### config.mk
export PLATFORM = sky130hd
export DESIGN_NAME = hamming_serial_rx
export DESIGN_NICKNAME = d
export VERILOG_FILES = /design/src/rtl/hamming_serial_rx.sv
export SDC_FILE = /design/constraint.sdc
export NUM_CORES = 1
export LEC_CHECK = 0
export BUFFER_PORTS_ARGS = -buffer_cell sky130_fd_sc_hd__buf_2
export CAP_MARGIN = 0
export CORE_MARGIN = 2
export CORE_UTILIZATION = 49
export CTS_CLUSTER_DIAMETER = 200
export DETAILED_ROUTE_END_ITERATION = 8
export HOLD_SLACK_MARGIN = 0.12
export PLACE_DENSITY = 0.76
export SYNTH_ARGS = -nofsm -noshare
export SYNTH_HDL_FRONTEND = slang
export SYNTH_SLANG_ARGS = --single-unit
### constraint.sdc
create_clock -name clk -period 1.7 [get_ports clk]
set_input_delay 0.255 -clock clk [delete_from_list [all_inputs] [get_ports clk]]
set_output_delay 0.255 -clock clk [all_outputs]
set_load 0.02 [all_outputs]
### src/rtl/hamming_serial_rx.sv
// Serial Hamming receiver: codeword bits arrive LSB first, the last bit is corrected and loaded into a one-entry
// output buffer on its accept edge; only that last bit stalls (rx_ready=0) while the buffer is full and unpopped.
module hamming_serial_rx #(
   parameter int P = 3
) (
   input  logic                     clk,
   input  logic                     rst,
   input  logic                     rx_bit,
   input  logic                     rx_valid,
   input  logic                     rx_sof,
   output logic                     rx_ready,
   output logic [(2**P-P-1)-1:0]    out_data,
   output logic                     out_valid,
   input  logic                     out_ready,
   output logic                     out_corrected,
   output logic [7:0]               corr_count,
   output logic [7:0]               resync_count
);

   localparam int N  = 2**P - 1;
   localparam int K  = 2**P - P - 1;
   localparam int CW = $clog2(N);

   logic [CW-1:0] cnt_q, cnt_d;
   logic [N-2:0]  sr_q, sr_d;
   logic [K-1:0]  data_q, data_d;
   logic          valid_q, valid_d;
   logic          corr_q, corr_d;
   logic [7:0]    corr_cnt_q, corr_cnt_d;
   logic [7:0]    resync_cnt_q, resync_cnt_d;

   logic [N-1:0]  cw;
   logic [N-1:0]  fixed;
   logic [P-1:0]  syn;
   logic [K-1:0]  dec_data;
   logic          last;
   logic          accept;
   logic          pop;
   logic          resync;
   logic          load;

   assign last     = (cnt_q == CW'(N - 1));
   assign rx_ready = !(last && valid_q && !out_ready);
   assign accept   = rx_valid && rx_ready;
   assign pop      = valid_q && out_ready;
   assign resync   = accept && rx_sof && (cnt_q != '0);
   assign load     = accept && last && !resync;

   // Syndrome bit j covers every Hamming position whose index has bit j set.
   always_comb begin
      cw  = {rx_bit, sr_q};
      syn = '0;
      for (int j = 0; j < P; j++) begin
         for (int i = 0; i < N; i++) begin
            if ((((i + 1) >> j) & 1) == 1) begin
               syn[j] = syn[j] ^ cw[i];
            end
         end
      end
      fixed = cw;
      for (int i = 0; i < N; i++) begin
         if (syn == P'(i + 1)) begin
            fixed[i] = ~cw[i];
         end
      end
      // Data bits sit at non-power-of-two positions; shift them in so the lowest lands at bit 0.
      dec_data = '0;
      for (int i = 0; i < N; i++) begin
         if (((i + 1) & i) != 0) begin
            dec_data = K'({fixed[i], dec_data} >> 1);
         end
      end
   end

   always_comb begin
      cnt_d        = cnt_q;
      sr_d         = sr_q;
      data_d       = data_q;
      valid_d      = valid_q;
      corr_d       = corr_q;
      corr_cnt_d   = corr_cnt_q;
      resync_cnt_d = resync_cnt_q;

      if (accept) begin
         sr_d = {rx_bit, sr_q[N-2:1]};
         if (resync) begin
            cnt_d = CW'(1);
         end else if (last) begin
            cnt_d = '0;
         end else begin
            cnt_d = cnt_q + 1'b1;
         end
      end

      if (load) begin
         data_d  = dec_data;
         valid_d = 1'b1;
         corr_d  = (syn != '0);
         if ((syn != '0) && (corr_cnt_q != 8'hFF)) begin
            corr_cnt_d = corr_cnt_q + 8'd1;
         end
      end else if (pop) begin
         valid_d = 1'b0;
      end

      if (resync && (resync_cnt_q != 8'hFF)) begin
         resync_cnt_d = resync_cnt_q + 8'd1;
      end
   end

   always_ff @(posedge clk) begin
      if (rst) begin
         cnt_q        <= '0;
         sr_q         <= '0;
         data_q       <= '0;
         valid_q      <= 1'b0;
         corr_q       <= 1'b0;
         corr_cnt_q   <= '0;
         resync_cnt_q <= '0;
      end else begin
         cnt_q        <= cnt_d;
         sr_q         <= sr_d;
         data_q       <= data_d;
         valid_q      <= valid_d;
         corr_q       <= corr_d;
         corr_cnt_q   <= corr_cnt_d;
         resync_cnt_q <= resync_cnt_d;
      end
   end

   assign out_data      = data_q;
   assign out_valid     = valid_q;
   assign out_corrected = corr_q;
   assign corr_count    = corr_cnt_q;
   assign resync_count  = resync_cnt_q;

endmodule

==> impl_metrics.csv <==
group,metric,value,unit
worst_setup_path,critPathMaxFanout,5,
cts,clock-root-buffer,"clkbuf_4",
power_and_ir_drop,seqPwrFrac,0.479,
placement,dp_cells,274,
sta,skew,0.0179,ns
cts,htree_levels,2,
worst_setup_path,crit_required,1.96,ns
finish,fin_cells,285,
power_and_ir_drop,power.internal,0.00117,W
logic_synthesis,synthArstFlopShare,0,
route,first_iter_violations,111,
logic_synthesis,synth_area_leaders,"dfxtp_1 39%, nor2_1 7.2%, mux2i_1 5.0%",
die,placementRows,20,
logic_synthesis,synth.cell_area,1610,µm²
cts,clock_latency,0.35,ns
power_and_ir_drop,pwr-share-clk,0.397,
route,drt_wl_total,3700,µm
finish,drive_above_1_share,0.394,
status,violations,"setup timing",
sta,hold_viol_final,0,
sta,drv_slew,0,
worst_setup_path,crit_chain,"xnor3_2 -> xnor2_4 -> a21oi_4 -> nor3b_2 -> mux2_4",
logic_synthesis,yosysTopAreaCell,"dfxtp_1",
status,status,"finished with violations",
power_and_ir_drop,p_per_area,701,nW/µm²
sta,fin_crit_sh,1.03,
grt,grt.total_usage,0.214,
logic_synthesis,synth.distinct_cells,40,
sta,rsz0062_at_grt,"yes",
route,wl_per_cell,13.0,µm
sta,slew_headroom,0.730,
worst_setup_path,path_class,"reg -> reg",
finish,syn_to_final_growth,36.5,%
logic_synthesis,synth_cells,185,
placement,port_buffers,28,
placement,place_congestion,0.845,
cts,cts_buffers,5,
die,die_h,61.4,µm
grt,grt_pass1_vias,1305,
route,dr.pass1.iters,5,
power_and_ir_drop,cellLeakagePower,0.908,nW
cts,clk_pin_slew,0.11,ns
worst_setup_path,cpMaxStageDelayCell,"xnor3_2",
cts,cts_tree,"built",
grt,grt_pass1_wl,5880,µm
placement,post-place-ws,-0.176,ns
sta,finalSetupViolations,7,
sta,clock.fmax,569,MHz
sta,period_needed,1.76,ns
worst_setup_path,crit_path_end_kind,"flop",
power_and_ir_drop,power.total,0.00154,W
route,vias_per_cell,5.18,
die,io_pins,29,
sta,setup_tns,-0.256,ns
flow_run,max-cap-violations,0,
sta,tightest_slew,0.403,ns
sta,hold_ws,0.206,ns
finish,diodes,0,
placement,hpwl,2480,µm
finish,finish.net_count,248,
route,route.vias.total,1477,
die,coreArea,3100,µm²
logic_synthesis,synth_top_flop_cell,"dfxtp_1",
power_and_ir_drop,switching_share,0.242,
worst_setup_path,critical_path_arrival,2.01,ns
die,initial_core_util,0.519,
power_and_ir_drop,ir_drop,0.000545,V
logic_synthesis,syn-num-nets,193,
logic_synthesis,ys_ff_latch,31,
worst_setup_path,start_kind,"flop",
power_and_ir_drop,p_switching,0.000373,W
finish,fillerInstances,253,
power_and_ir_drop,comb_power_share,0.124,
logic_synthesis,synth_top_area_share,0.385,
grt,antenna_found_initial,0,
die,dieArea,3760,µm²
min_path,hp-class,"in -> reg",
worst_setup_path,critical-path-max-stage-delay,0.47,ns
die,die_w,61.4,µm
logic_synthesis,ys_seq_area_frac,0.385,
cts,clock_path_buffers,2,
route,postRouteAntennaNets,0,
cts,numClockSinks,31,
route,drc,0,
logic_synthesis,ys_top_cells_by_count,"31 x dfxtp_1, 31 x nor2_1, 11 x nor3_1",
logic_synthesis,synth_edf_count,0,
sta,fin_ws,-0.0567,ns
logic_synthesis,avgSynthCellArea,8.71,µm²
grt,grt_overflow_total,0,
grt,grt_max_degree,24,
logic_synthesis,yosysWarnings,0,
-- path summary, 6_finish.rpt --
kind | start | depth (start not counted) | to | slack (ns)
max reg2reg | sr_q[4] | 5 | corr_count[4] | -0.06
min reg2reg | out_data[0] | 2 | out_data[0] | 0.50
min | rx_bit | 3 | sr_q[5] | 0.21
max | sr_q[4] | 5 | corr_count[4] | -0.06
-- metrics by stage --
stage,util,cell area (µm²)
finish,0.709,2200
global route,0.709,2200
CTS,0.683,2120
detailed placement,0.635,1970
global placement,0.635,1970
floorplan,-,1650
-- critical path: cells and delay by family (launching register included) --
kind / cells / cell delay [ns]
mux: 1 / 0.31
xor+xnor: 2 / 0.73
simple gates: 1 / 0.20
compound gates: 1 / 0.10
flops: 1 / 0.33
-- registers in the layout (all words and copies together), names as in the netlist --
signal and cells:
out_valid 1, corr_count 8, sr_q 6, cnt_q 3
resync_count 8, out_corrected 1, out_data 4
-- cells by family after synthesis --
family	after synthesis	share of synthesized area
adders and majority gates	2	0.0155
and+or+nand+nor	85	0.269
xor gates and xnor gates	16	0.101
muxes	12	0.0776
DFF	31	0.385
AOI/OAI and AO/OA	27	0.106
buffers and inverters	12	0.0450
-- timing repair --
action | 4_1_cts | 5_1_grt
setup buffers | 1 | 1
pin swaps | 8 | 8
endpoints found under the hold margin | 0 | 0
gates resized for setup | 9 | 18
endpoints found under the setup margin | 9 | 13
cloned | 1 | 0
hold buffers | 0 | 0
-- cells in the final DEF (no fill, tap or decap), drive strengths merged, types with 2 or more instances in the layout --
cell    instances
nand4           3
ha              2
nor4b           2
and3            2
a21oi          11
nand2b          4
nand2           5
nor2b           4
nand3b          2
buf            57
nor4            2
mux2i           8
nand3          10
mux2            4
or3             4
xor2            5
nor3b           2
dfxtp          31
nor3           11
inv             2
o21ai           7
xnor2          10
nor2           31
a211oi          5
clkbuf          6
-- layer usage --
layer | global-route usage | share of wire | vias up
met4 | 0.0729 | 0.020 | 0
li1 | - | - | 769
met5 | 0 | 0 | -
met3 | 0.0630 | 0.047 | 10
met1 | 0.287 | 0.48 | 662
met2 | 0.333 | 0.46 | 36
-- power groups by stage --
stage,logic (W),registers (W),clock network [W]
after CTS,0.000178,0.000739,0.000618
after global routing,0.000206,0.000740,0.000652
after global placement,0.000149,0.000755,0
final,0.000191,0.000739,0.000613
after detailed placement,0.000152,0.000755,0
after floorplan,0.000101,0.000757,0
-- final cells by class --
type,count,area [µm²],share of cell area
flip-flops and latches,31,624,0.284
repair buffers,57,379,0.172
multi-input cells,143,1050,0.476
clock buffers,6,51.3,0.0233
inverters,2,7.51,0.00341
clock inverters,2,35.0,0.0159
well taps,44,55.1,0.0250
Note: power is estimated with default switching activity, not from simulation.
